### config.mk
export PLATFORM = sky130hd
export DESIGN_NAME = hc595_chain_serializer
export DESIGN_NICKNAME = d
export VERILOG_FILES = /design/src/rtl/hc595_pkg.sv /design/src/rtl/hc595_phase_timer.sv /design/src/rtl/hc595_chain_serializer.sv
export SDC_FILE = /design/constraint.sdc
export NUM_CORES = 1
export LEC_CHECK = 0
export ABC_AREA = 1
export BUFFER_PORTS_ARGS = -buffer_cell sky130_fd_sc_hd__buf_4
export CAP_MARGIN = 0
export CORE_MARGIN = 1.5
export CORE_UTILIZATION = 35
export DETAILED_ROUTE_END_ITERATION = 7
export GPL_TIMING_DRIVEN = 0
export PLACE_DENSITY_LB_ADDON = 0.2
export SKIP_LAST_GASP = 1
export SLEW_MARGIN = 25
export SYNTH_ARGS = -nofsm -noshare
export SYNTH_HDL_FRONTEND = slang
export SYNTH_SLANG_ARGS = --single-unit
### constraint.sdc
create_clock -name clk_i -period 1.2 [get_ports clk_i]
set_input_delay 0.18 -clock clk_i [delete_from_list [all_inputs] [get_ports clk_i]]
set_output_delay 0.18 -clock clk_i [all_outputs]
set_load 0.05 [all_outputs]
### src/rtl/hc595_pkg.sv
// Shared types and constants for the 74HC595 daisy-chain serializer and its
// phase timer.
package hc595_pkg;

  localparam int BITS_PER_IC = 8;

  typedef enum logic [1:0] {
    IDLE     = 2'd0,
    SHIFT_LO = 2'd1,
    SHIFT_HI = 2'd2,
    LATCH    = 2'd3
  } state_t;

  // Clock cycles from an accept edge to the end of the done cycle, which is
  // also the frame period when the trigger is held high.
  function automatic int frame_cycles(input int num_ics, input int clk_div);
    return 2 * clk_div * num_ics * BITS_PER_IC + clk_div + 1;
  endfunction

endpackage

### src/rtl/hc595_phase_timer.sv
// Phase timer: pulses phase_done_o on the last cycle of every CLK_DIV-cycle
// phase while running, then restarts for the next phase.
module hc595_phase_timer #(
  parameter int CLK_DIV = 1
) (
  input  logic clk_i,
  input  logic rst_ni,
  input  logic load_i,
  input  logic run_i,
  output logic phase_done_o
);

  localparam int CW = $clog2(CLK_DIV + 1);

  logic [CW-1:0] div_cnt;

  assign phase_done_o = run_i && (div_cnt == CW'(CLK_DIV - 1));

  always_ff @(posedge clk_i) begin
    if (!rst_ni) begin
      div_cnt <= '0;
    end else if (load_i || !run_i || phase_done_o) begin
      div_cnt <= '0;
    end else begin
      div_cnt <= div_cnt + CW'(1);
    end
  end

endmodule

### src/rtl/hc595_chain_serializer.sv
// Shifts one 8*NUM_ICS-bit frame into a chain of 74HC595s: SCLK rises
// mid-bit, followed by a single LATCH pulse and a one-cycle done_o.
module hc595_chain_serializer
  import hc595_pkg::*;
#(
  parameter int NUM_ICS   = 2,
  parameter int CLK_DIV   = 1,
  parameter bit MSB_FIRST = 1'b1
) (
  input  logic                         clk_i,
  input  logic                         rst_ni,
  input  logic                         trigger_i,
  input  logic [BITS_PER_IC*NUM_ICS-1:0] data_i,
  output logic                         ready_o,
  output logic                         done_o,
  output logic                         sclk_o,
  output logic                         data_o,
  output logic                         latch_en_o
);

  localparam int N  = BITS_PER_IC * NUM_ICS;
  localparam int BW = $clog2(N);

  state_t        state, state_n;
  logic [N-1:0]  shadow, shadow_n;
  logic [BW-1:0] bit_cnt, bit_cnt_n;
  logic          accept, phase_done, last_bit;
  logic          done_n, sclk_n, data_n, latch_n;

  function automatic logic head_bit(input logic [N-1:0] v);
    return MSB_FIRST ? v[N-1] : v[0];
  endfunction

  function automatic logic [N-1:0] shift_frame(input logic [N-1:0] v);
    return MSB_FIRST ? {v[N-2:0], 1'b0} : {1'b0, v[N-1:1]};
  endfunction

  assign ready_o  = (state == IDLE);
  assign accept   = trigger_i && ready_o;
  assign last_bit = (bit_cnt == BW'(N - 1));

  hc595_phase_timer #(
    .CLK_DIV(CLK_DIV)
  ) u_phase_timer (
    .clk_i       (clk_i),
    .rst_ni      (rst_ni),
    .load_i      (accept),
    .run_i       (state != IDLE),
    .phase_done_o(phase_done)
  );

  always_comb begin
    state_n   = state;
    shadow_n  = shadow;
    bit_cnt_n = bit_cnt;
    done_n    = 1'b0;
    case (state)
      IDLE: begin
        if (accept) begin
          shadow_n  = data_i;
          bit_cnt_n = '0;
          state_n   = SHIFT_LO;
        end
      end
      SHIFT_LO: begin
        if (phase_done) state_n = SHIFT_HI;
      end
      SHIFT_HI: begin
        if (phase_done) begin
          if (last_bit) begin
            state_n = LATCH;
          end else begin
            bit_cnt_n = bit_cnt + BW'(1);
            shadow_n  = shift_frame(shadow);
            state_n   = SHIFT_LO;
          end
        end
      end
      LATCH: begin
        if (phase_done) begin
          state_n = IDLE;
          done_n  = 1'b1;
        end
      end
      default: state_n = IDLE;
    endcase
    // Pins are decoded from the next state so they change together with it.
    sclk_n  = (state_n == SHIFT_HI);
    latch_n = (state_n == LATCH);
    data_n  = (state_n != IDLE) ? head_bit(shadow_n) : 1'b0;
  end

  always_ff @(posedge clk_i) begin
    if (!rst_ni) begin
      state      <= IDLE;
      shadow     <= '0;
      bit_cnt    <= '0;
      done_o     <= 1'b0;
      sclk_o     <= 1'b0;
      data_o     <= 1'b0;
      latch_en_o <= 1'b0;
    end else begin
      state      <= state_n;
      shadow     <= shadow_n;
      bit_cnt    <= bit_cnt_n;
      done_o     <= done_n;
      sclk_o     <= sclk_n;
      data_o     <= data_n;
      latch_en_o <= latch_n;
    end
  end

endmodule

==> impl_metrics.py, run 1 <==
metrics = {
    "timing": {
        "drv_slew": 0,
        "period_share_pct": 108,
        "max_freq_mhz": 774,
        "setup_viol": 20,
        "hold_violations": 0,
        "slew_headroom_pct": 65.2,
        "rsz0062_at_grt": "true",
        "worst_pin_slew_ns": 0.522,
        "skew_ns": 0.00535,
        "post-route-min-period_ns": 1.29,
        "timing.final.ws_setup_ns": -0.0927,
        "whs_ns": 0.135,
    },
    "status": {
        "failed_checks": "negative setup slack",
        "status": "finished with violations",
    },
    "worst_setup_path": {
        "r2r_cells": 7,
        "crit_fanout": 7,
        "cp_data_required_time_ns": 1.38,
        "r2r-end": "bit_cnt[2]$_SDFFE_PN0P_",
        "r2r_slack_ns": -0.09,
        "crit_path_end_kind": "flop",
        "crit_path_start_kind": "flop",
        "crit_type": "reg2reg",
        "cp.arrival_ns": 1.47,
        "timing.rr.start": "bit_cnt[1]$_SDFFE_PN0P_",
    },
    "global_route": {
        "antenna_found_initial": 0,
        "grt_first_pass_wirelength_um": 5380,
        "grt_max_degree": 18,
        "grt_pass1_vias": 1255,
        "grt_overflow": 0,
        "track_usage_pct": 15.9,
    },
    "cells_and_area": {
        "fin_nets": 263,
        "fill_cells": 390,
        "drive_gt1_share_pct": 25.6,
        "fin_util_pct": 49.3,
        "final_cells": 290,
        "n_antenna_cell": 0,
        "finalInstanceArea_um2": 1820,
        "syn2layout_area_growth_pct": 33.3,
    },
    "clocking": {
        "max-clock-path-buffers": 2,
        "path_clk_slew_ns": 0.10,
        "htreeDepth": 1,
        "clk_latency_ns": 0.27,
        "numCtsBuffers": 3,
        "clock_sinks": 27,
        "cts-root-buf": "clkbuf_8",
        "cts_tree": "done",
    },
    "drt": {
        "drc": 0,
        "ant_nets": 0,
        "vias": 1347,
        "drtIter0Drc": 65,
        "wl_per_cell_um": 11.0,
        "first_pass_iters": 4,
        "routed_wl_um": 3190,
        "vias_per_cell": 4.64,
    },
    "synthesis": {
        "yosysWarnings": 0,
        "synth-compound-area-share_pct": 14.3,
        "synth_fa_ha_area_share_pct": 0.917,
        "synth_nets": 228,
        "syn_inst": 208,
        "synth_top_family_by_area": "simple AND/OR/NAND/NOR gates",
        "synth_area_leaders": "dfxtp_1 (40%), a21oi_1 (13%), nand2_1 (9.9%)",
        "synth_seq_cells": 27,
        "syn_avg_cell_area_um2": 6.56,
        "synth-async-reset-ratio_pct": 0,
        "synth-xor-area-share_pct": 0,
        "synth.distinct_cells": 21,
        "yosys.area.top_type": "dfxtp_1",
        "synthSimpleGateAreaFrac_pct": 32.8,
        "synth_top_area_share_pct": 39.6,
        "syn-cell-area_um2": 1360,
        "yosys-top-cells-count": "nand2_1 (36), a21oi_1 (35), nor2_1 (34), dfxtp_1 (27), inv_1 (26)",
        "synth.most_common_cell": "nand2_1",
        "synthMuxAreaShare_pct": 0,
        "ys.flop_type": "dfxtp_1",
        "synth_edf_count": 0,
        "ys_seq_area_share_pct": 39.6,
    },
    "worst_hold_path": {
        "hold_start": "rst_ni",
        "hold_depth": 3,
        "holdPathEnd": "state[0]$_SDFF_PN0_",
        "worstHoldPathType": "in2reg",
    },
    "floorplanning": {
        "core_um2": 3690,
        "core.rowCount": 22,
        "dieHeight_um": 65.4,
        "start_util_pct": 37.0,
        "die_w_um": 65.4,
        "dieArea_um2": 4280,
        "pin_count": 24,
    },
    "placed_design": {
        "dp.cells": 279,
        "io_buffers": 23,
        "dp_hpwl_um": 2130,
        "gp_congestion": 0.790,
        "placed_area_um2": 1660,
    },
    "pwr": {
        "leakagePower_nw": 0.835,
        "total_power_w": 0.00201,
        "peakVddDrop_uv": 677,
        "powerDensity_nw_per_um2": 1110,
    },
    "flow_run": {
        "maxCapViolations": 0,
    },
}
==> cell type report <==
| cell class | instances | area (um2) | area share [%] |
|---|---|---|---|
| Multi-Input combinational cell | 143 | 722 | 39.7 |
| Sequential cell | 27 | 553 | 30.4 |
| Timing Repair Buffer | 30 | 233 | 12.8 |
| Inverter | 28 | 105 | 5.78 |
| Buffer | 10 | 95.1 | 5.23 |
| Tap cell | 48 | 60.1 | 3.30 |
| Clock buffer | 3 | 41.3 | 2.27 |
| Clock inverter | 1 | 8.76 | 0.482 |
==> state kept, by name (all words and copies together) (netlist names) <==
| signal | count |
|---|---|
| sclk_o | 1 |
| bit_cnt | 4 |
| u_phase_timer.div_cnt | 1 |
| latch_en_o | 1 |
| done_o | 1 |
| data_o | 1 |
| state | 2 |
| shadow | 16 |
==> per-stage QoR <==
step                setup slack [ns]  setup TNS [ns]
floorplan                    -0.0665          -0.951
global placement              -0.242           -3.15
detailed placement            -0.260           -3.22
CTS                          -0.0747           -1.01
global route                  -0.163           -2.69
finish                       -0.0927           -1.16
==> logic make-up after synthesis <==
family / Yosys count
AOI/OAI and AO/OA: 38
adders and majority gates: 1
buffers and inverters: 38
DFF: 27
other: 1
and+or+nand+nor: 103
==> power breakdown <==
part | switching, W | internal (W) | leakage (nW)
Clock | 0.000307 | 0.000244 | 0.0261
Combinational | 0.000281 | 0.000193 | 0.585
Sequential | 0.0000396 | 0.000951 | 0.223
==> placed cells by master (no fill, tap or decap), types with 3 or more instances in the layout <==
cell type	netlist	final
dfxtp_4	0	3
buf_4	1	29
nand3_1	24	22
buf_6	2	6
inv_1	26	26
nand2_1	36	33
clkbuf_8	0	3
nand2_2	4	5
a21oi_1	35	34
dfxtp_1	27	23
nor2_1	34	34
==> metal layers <==
| layer | GRT usage, % | vias to the layer above | wire length (um) |
|---|---|---|---|
| met1 | 20.5 | 609 | 1530 |
| li1 | - | 722 | - |
| met5 | 0 | - | 0 |
| met2 | 27.8 | 14 | 1570 |
| met3 | 2.05 | 2 | 71 |
| met4 | 4.69 | 0 | 19 |
==> what timing repair did <==
action                                  4_1_cts  5_1_grt
endpoints found under the setup margin       24       23
buffers inserted                              5        1
hold buffers                                  0        0
gates cloned                                  1        0
pin swaps                                     1        4
gates resized for setup                       7       12
==> critical path, stage by stage (launching register included) <==
cell and delay [ns]:
dfxtp_4 0.37, ha_4 0.15, nand3_4 0.15, nand3_4 0.15, buf_6 0.13, nand2_4 0.05, a21oi_1 0.13, nor2_1 0.05
==> worst max-delay path by stage <==
stage / startpoint / end / slack, ns / depth (start not counted)
after detailed placement: state[1]$_SDFF_PN0_ / shadow[13]$_SDFFE_PN0P_ / -0.26 / 5
after CTS: bit_cnt[0]$_SDFFE_PN0P_ / shadow[13]$_SDFFE_PN0P_ / -0.07 / 7
final: bit_cnt[1]$_SDFFE_PN0P_ / bit_cnt[2]$_SDFFE_PN0P_ / -0.09 / 7
after global routing: bit_cnt[1]$_SDFFE_PN0P_ / shadow[10]$_SDFFE_PN0P_ / -0.16 / 7
after global placement: state[1]$_SDFF_PN0_ / shadow[2]$_SDFFE_PN0P_ / -0.24 / 5
after floorplan: state[0]$_SDFF_PN0_ / shadow[3]$_SDFFE_PN0P_ / -0.07 / 6
Note: power is estimated with default switching activity, not from simulation.
==> inputs of run 2 (changes only) <==
--- a/config.mk
+++ b/config.mk
@@ -9,7 +9,7 @@
 export BUFFER_PORTS_ARGS = -buffer_cell sky130_fd_sc_hd__buf_4
 export CAP_MARGIN = 0
 export CORE_MARGIN = 1.5
-export CORE_UTILIZATION = 35
+export CORE_UTILIZATION = 45
 export DETAILED_ROUTE_END_ITERATION = 7
 export GPL_TIMING_DRIVEN = 0
 export PLACE_DENSITY_LB_ADDON = 0.2
==> impl_metrics.py, run 2 (synthesis gave the netlist of run 1 again) <==
metrics = {
    "worst_setup_path": {
        "timing.rr.start": "bit_cnt[0]$_SDFFE_PN0P_",
        "cp-startpoint": "bit_cnt[0]$_SDFFE_PN0P_",
        "r2r_cells": 7,
        "crit_path_start_kind": "flop",
        "path_buf_inv": 1,
        "crit_chain": "ha_4 > nand3_4 > clkbuf_8 > nand2_2 > nor2_1 > a21oi_1 > a21oi_1",
        "r2r_slack_ns": -0.06,
        "slowest_stage": "dfxtp_4",
        "cp_top_family": "flip-flops",
        "r2r-end": "shadow[7]$_SDFFE_PN0P_",
        "crit_fanout": 7,
        "crit_path_end_kind": "flop",
        "crit_cells": 7,
        "crit_type": "reg2reg",
        "endpoint": "shadow[7]$_SDFFE_PN0P_",
        "critPathMostFrequentCell": "a21oi_1",
        "cp_data_required_time_ns": 1.42,
        "cp.arrival_ns": 1.49,
        "cpPeakStageDelay_ns": 0.39,
    },
    "timing": {
        "slew_headroom_pct": 66.3,
        "setup_viol": 19,
        "max_freq_mhz": 791,
        "period_share_pct": 105,
        "worst_pin_slew_ns": 0.505,
        "drv_slew": 0,
        "post-route-min-period_ns": 1.26,
        "timing.final.ws_setup_ns": -0.0642,
        "skew_ns": 0.00962,
        "rsz0062_at_grt": "true",
        "hold_violations": 0,
    },
    "floorplanning": {
        "core.rowCount": 19,
        "pin_count": 24,
        "core_um2": 2810,
        "start_util_pct": 48.6,
        "die_w_um": 58.1,
        "dieArea_um2": 3370,
        "dieHeight_um": 58.1,
    },
    "global_route": {
        "grt_max_degree": 18,
        "antenna_found_initial": 0,
        "grt_overflow": 0,
        "track_usage_pct": 19.4,
        "grt_first_pass_wirelength_um": 5130,
        "grt_pass1_vias": 1227,
    },
    "clocking": {
        "clk_latency_ns": 0.34,
        "numCtsBuffers": 3,
        "clock_sinks": 27,
        "htreeDepth": 1,
        "max-clock-path-buffers": 2,
        "path_clk_slew_ns": 0.16,
        "hold_buffers": 0,
        "cts_tree": "done",
        "cts-root-buf": "clkbuf_4",
    },
    "placed_design": {
        "dp_hpwl_um": 2020,
        "dp_slack_ns": -0.233,
        "gp_congestion": 0.805,
        "dp.cells": 262,
        "io_buffers": 23,
    },
    "drt": {
        "met3_length_um": 96,
        "drc": 0,
        "wirelength_met1_um": 1480,
        "wl_per_cell_um": 11.1,
        "routed_wl_um": 3040,
        "ant_nets": 0,
        "maxUsedRoutingLayer": "met4",
        "vias": 1403,
        "vias_per_cell": 5.12,
        "wl_met2_um": 1410,
        "first_pass_iters": 6,
        "drtIter0Drc": 60,
    },
    "pwr": {
        "total_power_w": 0.00189,
        "internal_power_w": 0.00128,
        "powerDensity_nw_per_um2": 1070,
        "p_comb_share_pct": 24.6,
        "peakVddDrop_uv": 657,
        "power.switching_w": 0.000610,
        "swShare_pct": 32.3,
        "leakagePower_nw": 0.827,
        "clkPwrFrac_pct": 22.9,
        "pwr-share-seq_pct": 52.5,
    },
    "cells_and_area": {
        "syn2layout_area_growth_pct": 29.3,
        "largest_reg_flops": 16,
        "reg_top3": "shadow: 16 flops, bit_cnt: 4 flops, state: 2 flops",
        "top_register": "shadow",
        "fill_cells": 280,
        "n_antenna_cell": 0,
        "drive_gt1_share_pct": 26.3,
        "final_cell_mix": "nor2_1 (34), a21oi_1 (34), nand2_1 (33)",
        "fin_nets": 264,
        "final_cells": 274,
    },
    "status": {
        "status": "finished with violations",
        "failed_checks": "negative setup slack",
    },
    "worst_hold_path": {
        "worstHoldPathType": "in2reg",
    },
    "flow_run": {
        "maxCapViolations": 0,
    },
}
## run 2: changes by cell type in the layout (fill, tap and decap cells not counted), moves of 2 or more
cell	before	now
clkbuf_4	0	4
buf_4	29	31
buf_8	2	0
clkbuf_8	3	1
## run 2: worst min-delay path by stage
stage	from	to	slack (ns)	cells past startpoint
2_1_floorplan	rst_ni	state[0]$_SDFF_PN0_	0.30	2
3_5_place_dp	rst_ni	state[0]$_SDFF_PN0_	0.41	3
5_1_grt	rst_ni	state[0]$_SDFF_PN0_	0.06	3
6_report	rst_ni	state[0]$_SDFF_PN0_	0.06	3
4_1_cts	rst_ni	state[0]$_SDFF_PN0_	0.04	3
3_3_place_gp	rst_ni	state[0]$_SDFF_PN0_	0.41	3
## run 2: layer usage
layer | vias to the layer above | GRT usage [%]
met1 | 643 | 26.0
met4 | 0 | 7.64
met3 | 5 | 2.23
met2 | 29 | 31.8
met5 | - | 0
li1 | 726 | -
## run 2: area by class of cell
type / instances / area (um2) / share of cell area, %
Clock inverter: 1 / 8.76 / 0.497
Multi-Input combinational cell: 143 / 709 / 40.2
Clock buffer: 3 / 22.5 / 1.28
Buffer: 10 / 86.3 / 4.90
Timing Repair Buffer: 31 / 236 / 13.4
Tap cell: 31 / 38.8 / 2.20
Inverter: 28 / 105 / 5.96
Sequential cell: 27 / 556 / 31.5
## run 2: tightest hold or removal path: cells and delay by family
kind,cells,cell delay [ns]
buffers and inverters,2,0.14
and+or+nand+nor,1,0.06
## run 2: what timing repair did
item,in CTS,in global routing
setup endpoints to repair,23,23
resized for setup,9,6
pin swaps,5,3
cloned,1,0
setup buffers,6,1
endpoints found under the hold margin,0,0
## run 2: through the flow
step | util (%) | area, um2 | TNS (ns) | hold WS, ns
after global routing | 62.8 | 1760 | -2.01 | 0.0575
after detailed placement | 58.3 | 1640 | -2.85 | 0.413
after global placement | 58.3 | 1640 | -2.83 | 0.408
after CTS | 62.1 | 1740 | -0.726 | 0.0421
after floorplan | - | 1430 | -0.951 | 0.296
final | 62.8 | 1760 | -0.738 | 0.0563
## run 2: power groups by stage
stage               clock, W  combinational, W  sequential [W]
global placement           0          0.000438         0.00101
finish              0.000432          0.000464        0.000991
floorplan                  0          0.000292         0.00103
detailed placement         0          0.000440         0.00101
CTS                 0.000445          0.000455        0.000991
global route        0.000480          0.000516        0.000998
==> inputs of run 3 (changes only) <==
--- a/config.mk
+++ b/config.mk
@@ -12,7 +12,7 @@
 export CORE_UTILIZATION = 45
 export DETAILED_ROUTE_END_ITERATION = 7
 export GPL_TIMING_DRIVEN = 0
-export PLACE_DENSITY_LB_ADDON = 0.2
+export PLACE_DENSITY = 0.71
 export SKIP_LAST_GASP = 1
 export SLEW_MARGIN = 25
 export SYNTH_ARGS = -nofsm -noshare
==> impl_metrics.py, run 3 (synthesis gave the netlist of run 1 again) <==
metrics = {
    "drt": {
        "ant_nets": 0,
        "drtIter0Drc": 64,
        "vias_per_cell": 4.97,
        "drc": 0,
        "first_pass_iters": 6,
        "routed_wl_um": 3140,
        "wl_per_cell_um": 11.4,
        "vias": 1362,
    },
    "clocking": {
        "hold_buffers": 0,
        "numCtsBuffers": 3,
        "path_clk_slew_ns": 0.16,
        "htreeDepth": 1,
        "clock_sinks": 27,
        "cts_tree": "done",
        "clk_latency_ns": 0.34,
        "cts-root-buf": "clkbuf_4",
        "max-clock-path-buffers": 2,
    },
    "flow_run": {
        "maxCapViolations": 0,
    },
    "status": {
        "status": "finished with violations",
        "failed_checks": "negative setup slack",
    },
    "timing": {
        "max_freq_mhz": 781,
        "hold_violations": 0,
        "slew_headroom_pct": 66.0,
        "worst_pin_slew_ns": 0.510,
        "tns_ns": -0.877,
        "period_share_pct": 107,
        "setup_viol": 20,
        "drv_slew": 0,
        "timing.final.ws_setup_ns": -0.0805,
        "rsz0062_at_grt": "true",
        "skew_ns": 0.00592,
        "post-route-min-period_ns": 1.28,
    },
    "global_route": {
        "grt_first_pass_wirelength_um": 5550,
        "grt_max_degree": 17,
        "antenna_found_initial": 0,
        "grt_pass1_vias": 1271,
        "grt_overflow": 0,
        "track_usage_pct": 21.1,
    },
    "floorplanning": {
        "core_um2": 2810,
        "start_util_pct": 48.6,
        "dieHeight_um": 58.1,
        "dieArea_um2": 3370,
        "pin_count": 24,
        "die_w_um": 58.1,
        "core.rowCount": 19,
    },
    "placed_design": {
        "dp.cells": 262,
        "gp_congestion": 0.793,
        "dp_hpwl_um": 2040,
        "io_buffers": 23,
        "dp_slack_ns": -0.264,
        "placed_area_um2": 1640,
    },
    "worst_setup_path": {
        "crit_path_start_kind": "flop",
        "crit_type": "reg2reg",
        "cp_data_required_time_ns": 1.43,
        "crit_fanout": 5,
        "cp.arrival_ns": 1.51,
        "crit_path_end_kind": "flop",
    },
    "cells_and_area": {
        "largest_reg_flops": 16,
        "register_area_um2": 556,
        "finalInstanceArea_um2": 1820,
        "mostFrequentLayoutCell": "nor2_1",
        "reg_top3": "shadow: 16 flops, bit_cnt: 4 flops, state: 2 flops",
        "syn2layout_area_growth_pct": 33.8,
        "n_antenna_cell": 0,
        "final_cells": 274,
        "fin_nets": 264,
        "drive_gt1_share_pct": 31.7,
        "fill_cells": 276,
        "final_cell_mix": "nor2_1 (32), a21oi_1 (30), nand2_1 (29), buf_4 (29), inv_1 (25)",
        "top_register": "shadow",
        "multi_input_area_um2": 767,
    },
    "pwr": {
        "internal_power_w": 0.00128,
        "power.switching_w": 0.000622,
        "clkPwrFrac_pct": 22.3,
        "leakagePower_nw": 0.826,
        "swShare_pct": 32.7,
        "p_comb_share_pct": 25.4,
        "peakVddDrop_uv": 1060,
        "pwr-share-seq_pct": 52.3,
        "total_power_w": 0.00190,
        "powerDensity_nw_per_um2": 1040,
    },
    "worst_hold_path": {
        "worstHoldPathType": "in2reg",
    },
}
==> run 3: changes by cell type in the layout (fill, tap and decap cells not counted), sizes merged <==
| cell | delta |
|---|---|
| clkbuf | -1 |
| clkinvlp | +1 |
| inv | -1 |
| nand3 | +1 |
==> run 3: power by group through the flow <==
| stage | combinational (W) | sequential [W] | clock, W |
|---|---|---|---|
| after global routing | 0.000536 | 0.00100 | 0.000485 |
| after CTS | 0.000461 | 0.000993 | 0.000422 |
| after detailed placement | 0.000441 | 0.00101 | 0 |
| after global placement | 0.000438 | 0.00101 | 0 |
| final | 0.000483 | 0.000995 | 0.000423 |
| after floorplan | 0.000292 | 0.00103 | 0 |
==> run 3: final timing paths <==
kind | startpoint | endpoint | slack [ns] | depth (start not counted)
max | bit_cnt[0]$_SDFFE_PN0P_ | shadow[3]$_SDFFE_PN0P_ | -0.08 | 7
min | rst_ni | state[0]$_SDFF_PN0_ | 0.06 | 3
max reg2reg | bit_cnt[0]$_SDFFE_PN0P_ | shadow[3]$_SDFFE_PN0P_ | -0.08 | 7
min reg2reg | shadow[0]$_SDFFE_PN0P_ | shadow[0]$_SDFFE_PN0P_ | 0.49 | 2
==> run 3: layout make-up <==
class / instances / area share, %
well taps: 31 / 2.13
flip-flops and latches: 27 / 30.5
inverters: 28 / 5.76
multi-input cells: 144 / 42.0
clock inverters: 1 / 0.412
clock buffers: 3 / 1.23
repair buffers: 30 / 13.0
plain buffers: 10 / 5.01
==> run 3: worst max-delay path, cell delays in order, from the launching register on <==
cell and delay [ns]:
dfxtp_4 0.39, ha_4 0.16, nand3_4 0.14, buf_8 0.17
nand2_1 0.05, nor2_1 0.03, a21oi_1 0.15, a21oi_1 0.08
==> run 3: through the flow <==
step                      utilization, %  hold slack [ns]
after global routing                65.0           0.0440
after detailed placement            58.3            0.415
final                               65.0           0.0614
after CTS                           62.8           0.0594
after floorplan                        -            0.296
after global placement              58.3            0.415
==> run 3: routing by layer <==
layer	vias to the layer above	track usage [%]	wire [um]
li1	732	-	-
met1	599	29.0	1530
met2	26	33.8	1440
met3	5	4.91	136
met4	0	4.65	27
met5	-	0	0
==> run 3: timing repair <==
item                       CTS  global route
resized for setup           13            21
buffers inserted             5             0
pin swaps                    5             8
gates cloned                 3             0
setup endpoints to repair   23            24
